[config.mk]
export PLATFORM = sky130hd
export DESIGN_NAME = regbank_access_sequencer
export DESIGN_NICKNAME = d
export VERILOG_FILES = /design/src/rtl/regbank_pkg.sv /design/src/rtl/regbank_slot_arbiter.sv /design/src/rtl/regbank_access_sequencer.sv
export SDC_FILE = /design/constraint.sdc
export NUM_CORES = 1
export LEC_CHECK = 0
export ABC_AREA = 0
export BUFFER_PORTS_ARGS = -buffer_cell sky130_fd_sc_hd__buf_2
export CORE_UTILIZATION = 42
export CTS_BUF_LIST = sky130_fd_sc_hd__clkbuf_16
export CTS_CLUSTER_DIAMETER = 80
export DETAILED_ROUTE_END_ITERATION = 8
export PLACE_DENSITY = 0.78
export SETUP_SLACK_MARGIN = 0.1
export SYNTH_ARGS = -nofsm -noshare
export SYNTH_HDL_FRONTEND = slang
export SYNTH_SLANG_ARGS = --single-unit
[constraint.sdc]
create_clock -name clk -period 2.9 [get_ports clk]
set_input_delay 0.87 -clock clk [delete_from_list [all_inputs] [get_ports clk]]
set_output_delay 0.87 -clock clk [all_outputs]
set_load 0.02 [all_outputs]
[src/rtl/regbank_pkg.sv]
// Shared constants and FSM encoding for the register-bank access sequencer.
// Also holds the maximum writeback burst allowed to hold off a pending read.
package regbank_pkg;

  localparam int NREGS         = 16;
  localparam int IDX_W         = 4;
  localparam int DATA_W        = 32;
  localparam int WB_MAX_CONSEC = 4;
  localparam int CONSEC_W      = $clog2(WB_MAX_CONSEC + 1);

  localparam logic [IDX_W-1:0] ZERO_IDX = 4'd0;

  typedef enum logic [1:0] {
    IDLE  = 2'd0,
    READ1 = 2'd1,
    READ2 = 2'd2,
    RESP  = 2'd3
  } state_e;

endpackage

[src/rtl/regbank_slot_arbiter.sv]
// Picks the single bank slot each cycle: writeback first, unless a pending
// operand read has already been starved for WB_MAX_CONSEC slots.
module regbank_slot_arbiter
  import regbank_pkg::*;
(
  input  logic              clk,
  input  logic              reset,
  input  state_e            state,
  input  logic [IDX_W-1:0]  rd_idx,
  input  logic              wb_valid,
  input  logic [IDX_W-1:0]  wb_idx,
  input  logic [DATA_W-1:0] wb_data,
  output logic              wb_ready,
  output logic              wr_slot,
  output logic              rd_slot,
  output logic [IDX_W-1:0]  bank_select,
  output logic              bank_write,
  output logic [DATA_W-1:0] bank_data_in
);

  logic [CONSEC_W-1:0] consec_q, consec_d;
  logic                read_phase;
  logic                wb_block;

  // Slot decision and bank mux; x0 writes take the slot but never strobe the bank.
  always_comb begin
    read_phase   = (state == READ1) || (state == READ2);
    wb_block     = read_phase && (consec_q == CONSEC_W'(WB_MAX_CONSEC));
    wb_ready     = !reset && !wb_block;
    wr_slot      = wb_valid && wb_ready;
    rd_slot      = !reset && read_phase && !wr_slot;
    bank_select  = ZERO_IDX;
    bank_write   = 1'b0;
    bank_data_in = '0;
    if (wr_slot) begin
      bank_select  = wb_idx;
      bank_write   = (wb_idx != ZERO_IDX);
      bank_data_in = wb_data;
    end else if (rd_slot) begin
      bank_select = rd_idx;
    end else begin
      bank_select = ZERO_IDX;
    end
  end

  // Consecutive-writeback counter, only meaningful while a read is pending.
  always_comb begin
    consec_d = consec_q;
    if (reset || rd_slot || (state == IDLE)) begin
      consec_d = '0;
    end else if (wr_slot && read_phase && (consec_q != CONSEC_W'(WB_MAX_CONSEC))) begin
      consec_d = consec_q + CONSEC_W'(1);
    end else begin
      consec_d = consec_q;
    end
  end

  // Counter register.
  always_ff @(posedge clk) begin
    consec_q <= consec_d;
  end

endmodule

[src/rtl/regbank_access_sequencer.sv]
// Serializes rs1/rs2 operand reads over the shared single-port register bank
// and interleaves writeback writes through the slot arbiter.
module regbank_access_sequencer
  import regbank_pkg::*;
(
  input  logic              clk,
  input  logic              reset,
  input  logic              req_valid,
  output logic              req_ready,
  input  logic [IDX_W-1:0]  rs1_idx,
  input  logic [IDX_W-1:0]  rs2_idx,
  output logic              op_valid,
  input  logic              op_ready,
  output logic [DATA_W-1:0] rs1_data,
  output logic [DATA_W-1:0] rs2_data,
  input  logic              wb_valid,
  output logic              wb_ready,
  input  logic [IDX_W-1:0]  wb_idx,
  input  logic [DATA_W-1:0] wb_data,
  output logic [IDX_W-1:0]  bank_select,
  output logic              bank_write,
  output logic [DATA_W-1:0] bank_data_in,
  input  logic [DATA_W-1:0] bank_data_out
);

  state_e              state_q, state_d;
  logic [IDX_W-1:0]    rs1_idx_q, rs1_idx_d;
  logic [IDX_W-1:0]    rs2_idx_q, rs2_idx_d;
  logic [DATA_W-1:0]   rs1_data_q, rs1_data_d;
  logic [DATA_W-1:0]   rs2_data_q, rs2_data_d;
  logic [IDX_W-1:0]    rd_idx;
  logic                wr_slot;
  logic                rd_slot;

  regbank_slot_arbiter u_arb (
    .clk          (clk),
    .reset        (reset),
    .state        (state_q),
    .rd_idx       (rd_idx),
    .wb_valid     (wb_valid),
    .wb_idx       (wb_idx),
    .wb_data      (wb_data),
    .wb_ready     (wb_ready),
    .wr_slot      (wr_slot),
    .rd_slot      (rd_slot),
    .bank_select  (bank_select),
    .bank_write   (bank_write),
    .bank_data_in (bank_data_in)
  );

  // Handshake outputs and the index presented for the current read slot.
  always_comb begin
    req_ready = !reset && (state_q == IDLE);
    op_valid  = !reset && (state_q == RESP);
    rs1_data  = rs1_data_q;
    rs2_data  = rs2_data_q;
    if (state_q == READ2) begin
      rd_idx = rs2_idx_q;
    end else begin
      rd_idx = rs1_idx_q;
    end
  end

  // Operand FSM: reads are skipped for x0 and for rs2 == rs1.
  always_comb begin
    state_d    = state_q;
    rs1_idx_d  = rs1_idx_q;
    rs2_idx_d  = rs2_idx_q;
    rs1_data_d = rs1_data_q;
    rs2_data_d = rs2_data_q;
    if (reset) begin
      state_d    = IDLE;
      rs1_idx_d  = ZERO_IDX;
      rs2_idx_d  = ZERO_IDX;
      rs1_data_d = '0;
      rs2_data_d = '0;
    end else begin
      case (state_q)
        IDLE: begin
          if (req_valid) begin
            rs1_idx_d = rs1_idx;
            rs2_idx_d = rs2_idx;
            if ((rs1_idx == ZERO_IDX) && (rs2_idx == ZERO_IDX)) begin
              rs1_data_d = '0;
              rs2_data_d = '0;
              state_d    = RESP;
            end else if (rs1_idx == ZERO_IDX) begin
              rs1_data_d = '0;
              state_d    = READ2;
            end else begin
              state_d = READ1;
            end
          end else begin
            state_d = IDLE;
          end
        end
        READ1: begin
          if (rd_slot) begin
            rs1_data_d = bank_data_out;
            if (rs2_idx_q == ZERO_IDX) begin
              rs2_data_d = '0;
              state_d    = RESP;
            end else if (rs2_idx_q == rs1_idx_q) begin
              rs2_data_d = bank_data_out;
              state_d    = RESP;
            end else begin
              state_d = READ2;
            end
          end else begin
            state_d = READ1;
          end
        end
        READ2: begin
          if (rd_slot) begin
            rs2_data_d = bank_data_out;
            state_d    = RESP;
          end else begin
            state_d = READ2;
          end
        end
        RESP: begin
          if (op_ready) begin
            state_d = IDLE;
          end else begin
            state_d = RESP;
          end
        end
        default: begin
          state_d = IDLE;
        end
      endcase
    end
  end

  // State and operand registers.
  always_ff @(posedge clk) begin
    state_q    <= state_d;
    rs1_idx_q  <= rs1_idx_d;
    rs2_idx_q  <= rs2_idx_d;
    rs1_data_q <= rs1_data_d;
    rs2_data_q <= rs2_data_d;
  end

endmodule

==> results of run 1 <==
==> repair_timing <==
| action | CTS | global route |
|---|---|---|
| gates cloned | 1 | 1 |
| resized for setup | 9 | 9 |
| hold buffers | 0 | 0 |
| endpoints found under the setup margin | 37 | 23 |
| pin swaps | 0 | 2 |
==> sequential cells by signal, indices dropped and copies added, names as in the netlist <==
signal          count
rs1_data           32
rs2_data           32
rs1_idx_q           4
rs2_idx_q           4
u_arb.consec_q      3
state_q             2
==> power by group through the flow <==
stage,Combinational (mW),Clock [mW],Sequential (mW)
floorplan,0.352,0,1.12
finish,0.578,1.07,1.10
global placement,0.543,0,1.12
detailed placement,0.555,0,1.12
global route,0.625,1.14,1.10
CTS,0.574,1.09,1.10
==> synthesized netlist by cell type (all sizes together), types with 2 or more instances <==
cell    number
ha           7
nor2b        5
and3        33
nand2       18
a22o         4
nor4         4
o41ai        2
o21ai       34
inv         36
xnor2        4
nand4       32
and2         3
clkbuf      34
a211oi       2
nor3         4
o32ai       32
mux2         4
dfxtp       77
nand2b      65
buf          9
a21oi       10
a21bo        2
==> critical path, cell delays in order, from the launching register on <==
cell,delay [ns]
dfxtp_2,0.35
inv_1,0.09
ha_4,0.28
a31oi_4,0.26
buf_6,0.19
and3_1,0.17
buf_2,0.16
==> stage by stage <==
step / cell area [um2] / cells / setup TNS [ns] / utilization [%] / hold WS (ns)
6_report: 5340 / 720 / 0 / 58.1 / 0.469
2_1_floorplan: 3970 / 437 / 0 / - / 0.459
3_5_place_dp: 5000 / 704 / -0.0134 / 54.4 / 0.463
4_1_cts: 5320 / 719 / 0 / 57.9 / 0.473
5_1_grt: 5340 / 720 / 0 / 58.1 / 0.489
3_3_place_gp: 5000 / 704 / 0 / 54.4 / 0.456
==> cell type report <==
cell class	instances	area share (%)
clock buffer	9	4.21
clock inverter	5	1.01
inverter	36	2.53
multi-input combinational	281	40.4
sequential	77	28.9
tap	111	2.60
timing repair buffer	201	20.4
==> cell families after synthesis <==
| group | count (synthesis) | synth area share [%] |
|---|---|---|
| DFF | 77 | 39.0 |
| adders and majority gates | 7 | 2.21 |
| muxes | 5 | 1.39 |
| AOI/OAI and AO/OA | 94 | 22.2 |
| buffers and inverters | 79 | 8.19 |
| xor gates and xnor gates | 4 | 0.885 |
| and+or+nand+nor | 171 | 26.1 |
==> layer usage <==
layer	part of all wire (%)	wire, um	vias up
met5	0.071	8	-
met4	1.7	187	2
met3	4.8	535	18
met2	49	5460	129
met1	45	5000	1818
li1	-	-	1889
==> path summary, 6_finish.rpt <==
path / from / endpoint / cells after the start
setup / recovery: state_q[0]$_SDFF_PP0_ / bank_data_in[1] / 6
hold / removal: rs1_data[26]$_SDFFE_PP0P_ / rs1_data[26]$_SDFFE_PP0P_ / 2
setup reg to reg: state_q[0]$_SDFF_PP0_ / rs2_data[1]$_SDFFE_PP0P_ / 8
hold reg to reg: rs1_data[26]$_SDFFE_PP0P_ / rs1_data[26]$_SDFFE_PP0P_ / 2
==> results.yml, run 1 <==
power_and_ir_drop:
  p_leak_nw: 2.53
  pwr-share-comb_pct: 21.0
  seqPwrFrac_pct: 40.0
  p_clk_share_pct: 39.0
  p_switching_mw: 0.796
  internal_power_mw: 1.95
  ir_worst_vdd_uv: 311
  power_density_mw_per_mm2: 514
  sw_frac_of_total_pct: 29.0
  finalPower_mw: 2.75
timing:
  worstMarginPinSlew_ns: 0.752
  rsz0062_at_grt: "no"
  maxSlewHeadroom_pct: 49.2
  clock_skew_ns: 0.00665
  report.final.slew_viol_count: 0
  layout_setup_ws_ns: 0.193
  finalHoldViolCount: 0
  fmax_mhz: 369
  period_needed_ns: 2.71
  finalSetupViolations: 0
  fin_crit_sh_pct: 93.4
floorplanning:
  start_util_pct: 43.0
  die_h_um: 99.1
  io_pins: 185
  dieArea_mm2: 0.00981
  num_rows: 35
  core_area_mm2: 0.00920
  fp.dieW_um: 99.1
finish:
  num_antenna_cells: 0
  mostFrequentLayoutCell: "buf_2"
  areaGrowthSynthToFinish_pct: 35.0
  ff_latch_area_mm2: 0.00154
  fillers: 819
  multi_input_comb_area_mm2: 0.00216
  final_cell_mix: "181 x buf_2, 75 x dfxtp_1, 65 x nand2b_1"
  num-nets-final: 694
  drive_gt1_share_pct: 43.0
placed_design:
  port_buffers: 184
  dp_slack_ns: -0.0134
  hpwl_um: 7740
  place_congestion: 0.861
worst_setup_path:
  arrival_ns: 1.84
  end_kind: "output port"
  cp.required_ns: 2.03
  crit_fanout: 16
  worstSetupPathType: "reg2out"
  rrSetupSlack_ns: 0.69
  startpoint_type: "register"
global_route:
  grtUsageMet2_pct: 36.4
  top_usage_layer: "met2"
  antenna_found_initial: 1
  grt_pass1_vias: 3623
  met3_usage_pct: 5.67
  met1_usage_pct: 29.3
  grt_usage_pct: 22.4
  grt-ovfl-total: 0
  grt_start_max_net_pins: 44
  grt_pass1_wl_um: 17700
yosys:
  synth.avg_cell_area_um2: 9.06
  synth_top_area_cell: "dfxtp_1"
  synth_seq_cells: 77
  synth_warnings: 0
  syn-cell-area_mm2: 0.00396
  ys_types: 42
  synth_edf_count: 0
  ys_async_sr_fraction_pct: 0
  syn_inst: 437
  syn_nets: 525
  seq_area_frac_synth_pct: 39.0
  ys.flop_type: "dfxtp_1"
  synth_area_leaders: "dfxtp_1 39%, o32ai_2 12%, nand2b_1 10%"
  synth_top_area_share_pct: 39.0
clock_tree:
  clockRootBuffer: "clkbuf_16"
  cts_buffers: 9
  clkTransAtPathRegs_ns: 0.06
  htreeDepth: 3
  cts_tree: "built"
  insertion_delay_ns: 0.32
  post-cts-setup-buffers: 0
  clock_path_buffers: 2
  numClockSinks: 77
detailed_routing:
  vias: 3856
  dr.first_iter.drc_count: 160
  viasPerCell: 5.36
  dr.pass1.iters: 5
  drcViolationCount: 0
  drt_wl_total_um: 11200
  detail-route-antenna-nets: 0
  routedWlPerCell_um: 15.5
flow_run:
  cap_violations: 0
outcome:
  outcome: "completed"
worst_hold_path:
  hp-class: "reg2reg"
Power figures use the tool's default switching activity.
==> inputs of run 2 (changes only) <==
--- a/config.mk
+++ b/config.mk
@@ -7,12 +7,13 @@
 export LEC_CHECK = 0
 export ABC_AREA = 0
 export BUFFER_PORTS_ARGS = -buffer_cell sky130_fd_sc_hd__buf_2
-export CORE_UTILIZATION = 42
+export CORE_UTILIZATION = 45
 export CTS_BUF_LIST = sky130_fd_sc_hd__clkbuf_16
 export CTS_CLUSTER_DIAMETER = 80
 export DETAILED_ROUTE_END_ITERATION = 8
-export PLACE_DENSITY = 0.78
+export PLACE_DENSITY = 0.8
 export SETUP_SLACK_MARGIN = 0.1
 export SYNTH_ARGS = -nofsm -noshare
 export SYNTH_HDL_FRONTEND = slang
+export SYNTH_HIERARCHICAL = 1
 export SYNTH_SLANG_ARGS = --single-unit
==> constraint.sdc (replaced) <==
create_clock -name clk -period 2.94 [get_ports clk]
set_input_delay 0.882 -clock clk [delete_from_list [all_inputs] [get_ports clk]]
set_output_delay 0.882 -clock clk [all_outputs]
set_load 0.02 [all_outputs]
==> run 2 against run 1 <==
Compared with the run above:
- die area fell by 11%
- final cell count up 0.97%
- critical path depth increased by 1
- via count up 1.0%
- global-route usage is 2.9 points higher
- first-iteration DRC count down 16%
- synthesized area fell by 4.5%
- core utilization rose by 4.2 points
- clock-buffer cell count unchanged
- sequential power is essentially flat
- critical endpoint is now bank_write
- highest routed layer is now met4
==> results.yml, run 2 <==
yosys:
  ys_types: 42
  synth.avg_cell_area_um2: 8.48
  synth_top_area_cell: "dfxtp_1"
  netlist_top_cells_count: "77 x dfxtp_1, 47 x nand2_1, 44 x nand3_1"
  synth_warnings: 6
  syn_inst: 446
  ys_async_sr_fraction_pct: 0
  syn_nets: 535
  synth_top_area_share_pct: 40.8
  ys.flop_type: "dfxtp_1"
  seq_area_frac_synth_pct: 40.8
  synth_seq_cells: 77
  synth_edf_count: 0
  syn-cell-area_mm2: 0.00378
  synth_area_leaders: "dfxtp_1 41%, mux2i_1 8.5%, nand3_1 5.8%"
  yosysMostFrequentCell: "dfxtp_1"
timing:
  maxSlewHeadroom_pct: 60.1
  finalSetupViolations: 0
  finalHoldViolCount: 0
  rsz0062_at_grt: "yes"
  fmax_mhz: 361
  period_needed_ns: 2.77
  fin_crit_sh_pct: 94.2
  worstMarginPinSlew_ns: 0.598
  fin_setup_tns_ns: 0
  clock_skew_ns: 0.00812
  report.final.slew_viol_count: 0
worst_setup_path:
  crit_path_top_delay_cell: "dfxtp_2"
  cpMostUsedCell: "buf_4"
  crit_fanout: 7
  arrival_ns: 1.89
  crit_chain: "inv_1 -> ha_4 -> a31oi_4 -> and2_1 -> buf_4 -> o41a_1 -> buf_4"
  cpPeakStageDelay_ns: 0.37
  end_kind: "output port"
  startpoint_type: "register"
  crit_family: "flip-flops"
  cp.required_ns: 2.06
  worstSetupPathType: "reg2out"
  worst-path-buf-inv: 3
global_route:
  grt_start_max_net_pins: 41
  grt_pass1_wl_um: 17200
  grt_pass1_vias: 3656
  antenna_found_initial: 2
  grt_usage_pct: 25.3
  grt-ovfl-total: 0
detailed_routing:
  dr.pass1.iters: 5
  dr.first_iter.drc_count: 135
  vias: 3895
  viasPerCell: 5.36
  drt_wl_total_um: 11400
  drcViolationCount: 0
  detail-route-antenna-nets: 0
  routedWlPerCell_um: 15.7
floorplanning:
  num_rows: 33
  io_pins: 185
  dieArea_mm2: 0.00877
  fp.dieW_um: 93.7
  start_util_pct: 46.3
  core_area_mm2: 0.00818
  die_h_um: 93.7
finish:
  multi_input_comb_area_mm2: 0.00201
  ff_latch_area_mm2: 0.00154
  areaGrowthSynthToFinish_pct: 34.8
  drive_gt1_share_pct: 36.6
  mostFrequentLayoutCell: "buf_2"
  final_cell_mix: "183 x buf_2, 75 x dfxtp_1, 47 x nand2_1"
  num-nets-final: 704
  fillers: 737
  design_area_mm2: 0.00510
clock_tree:
  clock_path_buffers: 2
  post-cts-setup-buffers: 0
  insertion_delay_ns: 0.33
  numClockSinks: 77
  cts_buffers: 9
  htreeDepth: 3
  clkTransAtPathRegs_ns: 0.06
  cts_tree: "built"
  clockRootBuffer: "clkbuf_16"
power_and_ir_drop:
  ir_worst_vdd_uv: 320
  p_leak_nw: 2.33
  power_density_mw_per_mm2: 543
  finalPower_mw: 2.77
placed_design:
  place_congestion: 0.783
  placed_cell_area_mm2: 0.00473
  port_buffers: 184
  hpwl_um: 7840
outcome:
  outcome: "completed"
worst_hold_path:
  hp-class: "reg2reg"
flow_run:
  cap_violations: 0
run 2: cell types whose count changed after synthesis, moves of 6 or more:
cell	change
nand3_1	+44
a21oi_1	+33
nand2b_1	-32
mux2i_1	+31
nand4_1	-30
o32ai_2	-30
nand2_1	+29
inv_1	-24
clkbuf_1	-6
run 2: final cells by class:
| class | instances | area share, % |
|---|---|---|
| Tap cell | 105 | 2.58 |
| Multi-Input combinational cell | 318 | 39.5 |
| Inverter | 12 | 0.884 |
| Timing Repair Buffer | 197 | 20.3 |
| Sequential cell | 77 | 30.3 |
| Antenna cell | 2 | 0.0982 |
| Clock buffer | 9 | 4.42 |
| Clock inverter | 7 | 1.91 |
run 2: worst min-delay path, cell delays in order (launching register included):
cell,delay (ns)
dfxtp_1,0.30
o21ai_0,0.06
a21oi_1,0.06
run 2: routing by layer:
| layer | part of all wire, % | vias up | wire length (um) | track usage (%) |
|---|---|---|---|---|
| li1 | - | 1890 | - | - |
| met1 | 36 | 1801 | 4160 | 27.0 |
| met2 | 52 | 174 | 5940 | 45.7 |
| met3 | 7.7 | 30 | 875 | 5.02 |
| met4 | 3.9 | 0 | 442 | 15.3 |
| met5 | 0 | - | 0 | 0 |
run 2: what timing repair did:
item | in CTS | in global routing
resized for setup | 5 | 4
cloned | 0 | 1
hold buffers | 0 | 0
setup endpoints to repair | 37 | 57
run 2: where the power goes:
group          leakage [nW]  total, mW  internal (mW)  switching, mW
clock network         0.154       1.20          0.748          0.451
logic                  1.55      0.493          0.185          0.308
registers             0.622       1.08           1.06         0.0169
total                  2.33       2.77           1.99          0.776
run 2: final timing paths:
path,to,from,cells after the start,slack (ns)
worst min-delay path,rs1_data[8]$_SDFFE_PP0P_,rs1_data[8]$_SDFFE_PP0P_,2,0.47
worst min register to register,rs1_data[8]$_SDFFE_PP0P_,rs1_data[8]$_SDFFE_PP0P_,2,0.47
worst max-delay path,bank_write,state_q[0]$_SDFF_PP0_,7,0.17
worst max register to register,rs2_data[28]$_SDFFE_PP0P_,state_q[0]$_SDFF_PP0_,9,0.27
run 2: cells by family (layout without fill, tap and decap cells):
group	after synthesis	after routing	synth area share, %
and+or+nand+nor	176	176	24.6
AOI/OAI and AO/OA	94	94	14.3
DFF	77	77	40.8
buffers and inverters	51	225	7.05
muxes	36	36	9.66
adders and majority gates	8	8	2.65
xor gates and xnor gates	4	4	0.926
other	0	2	0
run 2: through the flow:
| stage | setup slack, ns | util, % | instances | hold WS, ns |
|---|---|---|---|---|
| floorplan | 0.353 | - | 446 | 0.451 |
| global placement | 0.209 | 57.9 | 708 | 0.454 |
| detailed placement | 0.118 | 57.9 | 708 | 0.459 |
| CTS | 0.104 | 61.9 | 724 | 0.470 |
| global route | 0.0808 | 62.4 | 727 | 0.489 |
| finish | 0.172 | 62.4 | 727 | 0.467 |
